## config.mk

```make
export PLATFORM = sky130hd
export DESIGN_NAME = anb_wr_tlp_framer_m_flat
export DESIGN_NICKNAME = d
export VERILOG_FILES = /design/src/rtl/anb_wr_tlp_framer_m_if.sv /design/src/rtl/anb_wr_tlp_framer_m.sv /design/src/flat_wrapper.sv
export SDC_FILE = /design/constraint.sdc
export NUM_CORES = 1
export LEC_CHECK = 0
export BUFFER_PORTS_ARGS = -buffer_cell sky130_fd_sc_hd__buf_2
export CORE_MARGIN = 2
export CORE_UTILIZATION = 53
export DETAILED_ROUTE_END_ITERATION = 16
export GPL_TIMING_DRIVEN = 0
export PLACE_DENSITY = 0.8
export SLEW_MARGIN = 0
export SYNTH_ARGS = -nofsm -noshare
export SYNTH_HDL_FRONTEND = slang
export SYNTH_SLANG_ARGS = --single-unit
export TNS_END_PERCENT = 30
```

## constraint.sdc

```tcl
create_clock -name clk -period 10.55 [get_ports clk]
set_clock_uncertainty 0.05 [all_clocks]
set_input_delay 1.055 -clock clk [delete_from_list [all_inputs] [get_ports clk]]
set_output_delay 1.055 -clock clk [all_outputs]
set_load 0.02 [all_outputs]
```

## src/rtl/anb_wr_tlp_framer_m_if.sv

```systemverilog
// ANB address and data channels feeding the write TLP framer.
// The m modport drives a channel and the s modport receives it.
`timescale 1ns/1ps

interface anb_addr_channel_if;
  logic        avalid;
  logic        aready;
  logic [63:0] addr;
  logic [12:0] len;

  modport m (output avalid, addr, len, input aready);
  modport s (input avalid, addr, len, output aready);
endinterface

interface anb_data_channel_if;
  logic         valid;
  logic         ready;
  logic [127:0] data;
  logic         last;

  modport m (output valid, data, last, input ready);
  modport s (input valid, data, last, output ready);
endinterface

```

## src/rtl/anb_wr_tlp_framer_m.sv

```systemverilog
// Frames one page-bounded ANB write segment into a PCIe Memory Write TLP.
// The output is a registered sop/eop beat stream. In 3DW mode the payload is shifted by one DW.
`timescale 1ns/1ps

module anb_wr_tlp_framer_m #(
  parameter type         ADDR_T = logic [63:0],
  parameter type         LEN_T  = logic [12:0],
  parameter type         DATA_T = logic [127:0],
  parameter logic [15:0] REQ_ID = 16'h0000
) (
  input  logic          clk,
  input  logic          rst,
  anb_addr_channel_if.s m_a,
  anb_data_channel_if.s m_d,
  output logic          tlp_valid,
  input  logic          tlp_ready,
  output DATA_T         tlp_data,
  output logic          tlp_sop,
  output logic          tlp_eop,
  output logic [3:0]    tlp_keep,
  output logic          err
);

  typedef enum logic [1:0] {IDLE, HDR, DATA, FLUSH} state_e;

  state_e      state, state_nxt;
  ADDR_T       d_addr;
  LEN_T        d_len;
  logic [8:0]  in_cnt;
  logic [95:0] carry;
  logic        err_seen;

  // Header fields derived from the registered descriptor
  logic [1:0]  a_lo;
  logic [12:0] byte_end;
  logic [10:0] dwc;
  logic [8:0]  in_beats;
  logic [1:0]  e;
  logic [3:0]  fbe, lbe, fbe_raw, lbe_raw;
  logic        is_4dw, need_flush, last_in, can_load;
  logic [3:0]  eop_keep;
  logic [31:0] hdr_dw0, hdr_dw1, hdr_addr_lo;

  always_comb begin
    a_lo        = d_addr[1:0];
    byte_end    = {11'b0, a_lo} + d_len;
    dwc         = 11'((byte_end + 13'd3) >> 2);
    in_beats    = 9'((dwc + 11'd3) >> 2);
    e           = 2'(byte_end - 13'd1);
    fbe_raw     = 4'hF << a_lo;
    lbe_raw     = 4'hF >> (2'd3 - e);
    fbe         = (dwc == 11'd1) ? (fbe_raw & lbe_raw) : fbe_raw;
    lbe         = (dwc == 11'd1) ? 4'h0 : lbe_raw;
    is_4dw      = |d_addr[63:32];
    need_flush  = !is_4dw && (dwc[1:0] != 2'd1);
    last_in     = (in_cnt == in_beats - 9'd1);
    can_load    = !tlp_valid || tlp_ready;
    hdr_dw0     = {(is_4dw ? 3'b011 : 3'b010), 5'b0, 14'b0, dwc[9:0]};
    hdr_dw1     = {REQ_ID, 8'h00, lbe, fbe};
    hdr_addr_lo = {d_addr[31:2], 2'b00};
    // In 3DW mode the three header DWs shift the payload, so the eop fill follows dwc+3.
    unique case (is_4dw ? dwc[1:0] : dwc[1:0] + 2'd3)
      2'd0:    eop_keep = 4'b1111;
      2'd1:    eop_keep = 4'b0001;
      2'd2:    eop_keep = 4'b0011;
      default: eop_keep = 4'b0111;
    endcase
  end

  logic        aready_c, d_ready_c, load, take_desc, take_beat, err_nxt;
  logic        ld_sop, ld_eop;
  logic [3:0]  ld_keep;
  DATA_T       ld_data;

  // NOTE: every signal gets a default before the case. A path that skips an assignment would otherwise infer a latch.
  always_comb begin
    state_nxt = state;
    aready_c  = 1'b0;
    d_ready_c = 1'b0;
    load      = 1'b0;
    ld_data   = '0;
    ld_sop    = 1'b0;
    ld_eop    = 1'b0;
    ld_keep   = 4'hF;
    take_desc = 1'b0;
    take_beat = 1'b0;
    err_nxt   = 1'b0;
    unique case (state)
      IDLE: begin
        aready_c = 1'b1;
        if (m_a.avalid) begin
          if (m_a.len == '0) begin
            err_nxt = 1'b1;
          end else begin
            take_desc = 1'b1;
            state_nxt = HDR;
          end
        end
      end
      HDR: begin
        if (is_4dw) begin
          if (can_load) begin
            load      = 1'b1;
            ld_sop    = 1'b1;
            ld_data   = {hdr_addr_lo, d_addr[63:32], hdr_dw1, hdr_dw0};
            state_nxt = DATA;
          end
        end else begin
          d_ready_c = can_load;
          if (m_d.valid && can_load) begin
            take_beat = 1'b1;
            load      = 1'b1;
            ld_sop    = 1'b1;
            ld_data   = {m_d.data[31:0], hdr_addr_lo, hdr_dw1, hdr_dw0};
            state_nxt = DATA;
            if (last_in) begin
              if (need_flush) begin
                state_nxt = FLUSH;
              end else begin
                ld_eop    = 1'b1;
                ld_keep   = eop_keep;
                state_nxt = IDLE;
              end
            end
          end
        end
      end
      DATA: begin
        d_ready_c = can_load;
        if (m_d.valid && can_load) begin
          take_beat = 1'b1;
          load      = 1'b1;
          ld_data   = is_4dw ? m_d.data : {m_d.data[31:0], carry};
          if (last_in) begin
            if (need_flush) begin
              state_nxt = FLUSH;
            end else begin
              ld_eop    = 1'b1;
              ld_keep   = eop_keep;
              state_nxt = IDLE;
            end
          end
        end
      end
      FLUSH: begin
        if (can_load) begin
          load      = 1'b1;
          ld_data   = {32'h0, carry};
          ld_eop    = 1'b1;
          ld_keep   = eop_keep;
          state_nxt = IDLE;
        end
      end
      default: state_nxt = IDLE;
    endcase
    // Report only one last-mismatch per TLP. Framing always follows the computed beat count.
    if (take_beat && (m_d.last != last_in) && !err_seen) err_nxt = 1'b1;
  end

  assign m_a.aready = aready_c & rst;
  assign m_d.ready  = d_ready_c & rst;

  // NOTE: sequential state uses non-blocking assignments only, so every flop samples values from before the edge.
  always_ff @(posedge clk) begin
    if (!rst) begin
      state     <= IDLE;
      tlp_valid <= 1'b0;
      err       <= 1'b0;
      err_seen  <= 1'b0;
      in_cnt    <= '0;
    end else begin
      state <= state_nxt;
      err   <= err_nxt;
      if (take_desc) begin
        in_cnt   <= '0;
        err_seen <= 1'b0;
      end else if (take_beat) begin
        in_cnt <= in_cnt + 9'd1;
        if (err_nxt) err_seen <= 1'b1;
      end
      if (load)           tlp_valid <= 1'b1;
      else if (tlp_ready) tlp_valid <= 1'b0;
    end
  end

  // NOTE: datapath registers have no reset. Their contents are only used while the matching valid or state is set.
  always_ff @(posedge clk) begin
    if (take_desc) begin
      d_addr <= m_a.addr;
      d_len  <= m_a.len;
    end
    if (take_beat) carry <= m_d.data[127:32];
    if (load) begin
      tlp_data <= ld_data;
      tlp_sop  <= ld_sop;
      tlp_eop  <= ld_eop;
      tlp_keep <= ld_keep;
    end
  end

endmodule

```

## src/flat_wrapper.sv

```systemverilog
// flat-port wrapper written by rule: the top's interface ports become plain ports
module anb_wr_tlp_framer_m_flat 
#(
  parameter type         ADDR_T = logic [63:0],
  parameter type         LEN_T  = logic [12:0],
  parameter type         DATA_T = logic [127:0],
  parameter logic [15:0] REQ_ID = 16'h0000
)
  (clk, rst, tlp_valid, tlp_ready, tlp_data, tlp_sop, tlp_eop, tlp_keep, err, m_a_avalid, m_a_addr, m_a_len, m_a_aready, m_d_valid, m_d_data, m_d_last, m_d_ready);
  anb_addr_channel_if m_a_i ();
  anb_data_channel_if m_d_i ();
  input  logic clk;
  input  logic rst;
  output logic tlp_valid;
  input  logic tlp_ready;
  output DATA_T tlp_data;
  output logic tlp_sop;
  output logic tlp_eop;
  output logic [3:0] tlp_keep;
  output logic err;
  input wire logic [$bits(m_a_i.avalid)-1:0] m_a_avalid;
  input wire logic [$bits(m_a_i.addr)-1:0] m_a_addr;
  input wire logic [$bits(m_a_i.len)-1:0] m_a_len;
  output wire logic [$bits(m_a_i.aready)-1:0] m_a_aready;
  input wire logic [$bits(m_d_i.valid)-1:0] m_d_valid;
  input wire logic [$bits(m_d_i.data)-1:0] m_d_data;
  input wire logic [$bits(m_d_i.last)-1:0] m_d_last;
  output wire logic [$bits(m_d_i.ready)-1:0] m_d_ready;
  assign m_a_i.avalid = m_a_avalid;
  assign m_a_i.addr = m_a_addr;
  assign m_a_i.len = m_a_len;
  assign m_a_aready = m_a_i.aready;
  assign m_d_i.valid = m_d_valid;
  assign m_d_i.data = m_d_data;
  assign m_d_i.last = m_d_last;
  assign m_d_ready = m_d_i.ready;
  anb_wr_tlp_framer_m #(.ADDR_T(ADDR_T), .LEN_T(LEN_T), .DATA_T(DATA_T), .REQ_ID(REQ_ID)) u_core (.clk(clk), .rst(rst), .m_a(m_a_i), .m_d(m_d_i), .tlp_valid(tlp_valid), .tlp_ready(tlp_ready), .tlp_data(tlp_data), .tlp_sop(tlp_sop), .tlp_eop(tlp_eop), .tlp_keep(tlp_keep), .err(err));
endmodule
```

==> run metrics <==
Peak VDD IR 0.208 mV; Nets 1636; Post-synth EDFFs 306; Avg WL per Cell 28.8 um; number of DRC markers in iteration 0 2304; CTS Hold Buffers Added 0; synth warn 0; crit path cell chain ha_1 -> inv_1 -> fa_1 -> clkbuf_1 -> xnor2_1 -> nand2_1 -> xnor2_1 -> inv_1 -> ha_1 -> inv_1 -> o211ai_1 -> nor4b_4 -> a32o_1 -> o21a_1 -> o211ai_1 -> xnor2_1 -> nand4_2 -> o32ai_1 -> nand2_1; Die W 166 um; critical path's top delay family compound AO/OA/AOI/OAI gates; grt total ovfl 0; core footprint 0.0259 mm2; Die Ht 166 um; max-cap violations 1; HP Class register to register; vias in the first global route 11400; cell taking the most area after synthesis edfxtp_1; DRT Pass-1 Iters 8; DRT Wirelength 51100 um; DRC Markers 0; CP max stage delay 0.62 ns; Vias/cell 6.66; worst path bufs/invs 4; Layout area overhead 25.3%; sequential share of the synthesized area 68.0%; share of cells above drive strength 1 30.9%; Post-Syn Area per Cell 13.7 um2; Total Die Area 0.0276 mm2; top-level port count 349; initial antenna violation count 10; Std-Cell Rows 59; max frequency 184 MHz; startpoint types register; reg2reg setup slack 5.11 ns; WP data arrival 5.64 ns; ys async rst share 0%; Final ANT Viol Nets 0; RSZ-0062 raised after global routing no; CTS tree built; hpwl dp 36500 um; H-Tree Depth 2; ys flop type edfxtp_1; # port buffers 347; first-pass GRT wire length 72600 um; clock latency on the worst-skew pair 0.53 ns; syn_nets 1243; mapped cell area 0.0139 mm2; failing checks capacitance limit; CTS Root Cell clkbuf_16; Clock Sinks 320; total CTS buffers 34; Worst slew margin 1.02%; largest net degree at the start of global routing 49; count of final setup violators 0; GRT Overall Usage 35.8%; CP Capture Type register; CTS clk-pin slew, worst paths 0.06 ns; CP Class register to register; FF+latch count, synth 320; TNS Setup 0 ns; Core Util, Final 67.3%; synth top area cells edfxtp_1 66%, a22oi_1 5.2%, nor2_1 3.9%, a222oi_1 2.4%, dfxtp_1 2.0%; Final Max Tran Viols 0; worst path required time 10.75 ns; postcts setup bufs 0; Fin. Hold Viols 0; min Tclk post-route 5.44 ns; Clock Tree Buf Depth 3; Initial Utilization 53.7%; worst-path fanout max 10; Via Count 11800; Final period util 51.5%; Syn Inst Count 1017; cts repair resizes 0; leak pwr 6.24 nW; measured slew at the worst slew-check pin 1.47 ns; Distinct cells, synth 78; GPL Wtd Cong 0.971; status complete, but fails checks; top cell type's share of synthesized area 66.0%; Power Density 285 mW/mm2; Crit-path slowest cell nor4b_4
## metrics by stage
step,instance area (um2),worst slack (ns),hold WS [ns],total power [W],std cells
global placement,16100,-2.62,0.445,0.00369,1699
detailed placement,16300,5.34,0.469,0.00372,1709
CTS,17400,5.32,0.475,0.00490,1767
global route,17400,4.74,0.532,0.00510,1774
finish,17400,5.11,0.482,0.00498,1776
floorplan,13900,1.38,0.436,0.00299,1017
## cell usage in the layout (no fill, tap or decap), drive strengths merged, types with 12 or more instances in the layout
cell type,n
a21oi,55
a221oi,13
a222oi,34
a22oi,97
buf,370
clkbuf,94
dfxtp,14
edfxtp,306
ha,14
inv,22
nand2,32
nand3,12
nor2,144
nor3,17
nor4,15
o21ai,16
xnor2,34
xor2,20
## Yosys cell counts (5+ instances only)
master,n
buf_1,8
nor2_1,144
a32o_1,7
a221oi_1,13
nor3_1,16
a22oi_1,96
mux2i_1,5
dfxtp_1,14
xor2_1,20
nand3_1,12
edfxtp_1,306
ha_1,14
and3_1,6
nand2_1,30
xnor2_1,30
clkbuf_1,49
nor2b_1,5
a21oi_1,54
inv_1,20
o21ai_0,14
nor4_1,14
a211oi_1,5
nand4_1,9
a32oi_1,7
a222oi_1,34
## power breakdown
group,switching [W],leakage (nW),internal [W],total [W]
Clock,0.000508,0.514,0.000686,0.00119
Sequential,0.000115,2.96,0.00174,0.00186
Combinational,0.00137,2.77,0.000558,0.00193
Total,0.00199,6.24,0.00299,0.00498
## state kept, by name (all words and copies together) (netlist names)
signal            cells
u_core.carry         96
u_core.d_addr        64
u_core.d_len         13
u_core.err            1
u_core.err_seen       1
u_core.in_cnt         9
u_core.state          2
u_core.tlp_data     128
u_core.tlp_eop        1
u_core.tlp_keep       3
u_core.tlp_sop        1
u_core.tlp_valid      1
## final timing paths
kind	start	endpoint	cells after the start
worst min-delay path	u_core.err_seen	u_core.err_seen	2
worst max register to register	u_core.d_addr[0]	u_core.tlp_keep[1]	19
worst min register to register	u_core.err_seen	u_core.err_seen	2
worst max-delay path	u_core.d_addr[0]	u_core.tlp_keep[1]	19
## worst reg2reg max path, delay by kind of cell (launching register included)
kind / cells / cell delay [ns]
buffers and inverters: 4 / 0.54
and+or+nand+nor: 4 / 1.11
AOI/OAI and AO/OA: 5 / 1.24
adders and majority gates: 3 / 0.92
DFF: 1 / 0.38
xor gates and xnor gates: 3 / 0.94
## final cells by class
| type | instances | area [um2] |
|---|---|---|
| clock inverter | 16 | 178 |
| timing repair buffer | 357 | 1980 |
| buffer | 65 | 283 |
| antenna | 9 | 22.5 |
| inverter | 20 | 77.6 |
| sequential | 320 | 9470 |
| multi-input combinational | 612 | 4110 |
| clock buffer | 42 | 902 |
| fill | 1866 | 8460 |
| tap | 335 | 419 |
## layer usage
metal / part of all wire (%) / track usage (%)
met4: 6.3 / 19.1
met5: 0.053 / 0
met3: 15 / 10.1
met2: 44 / 54.8
met1: 34 / 46.9
## logic make-up (layout without fill, tap and decap cells)
| logic type | after synthesis | in the layout | synth area share, % |
|---|---|---|---|
| flip-flops | 320 | 320 | 68.0 |
| AND/OR/NAND/NOR | 268 | 268 | 9.21 |
| AO/OA/AOI/OAI | 267 | 267 | 14.5 |
| buffers and inverters | 85 | 500 | 2.57 |
| XOR/XNOR | 54 | 54 | 3.77 |
| adder cells (fa/ha/maj) | 15 | 15 | 1.40 |
| multiplexers | 7 | 7 | 0.521 |
| other | 1 | 10 | 0.0269 |
(Power assumes the default switching activity.)
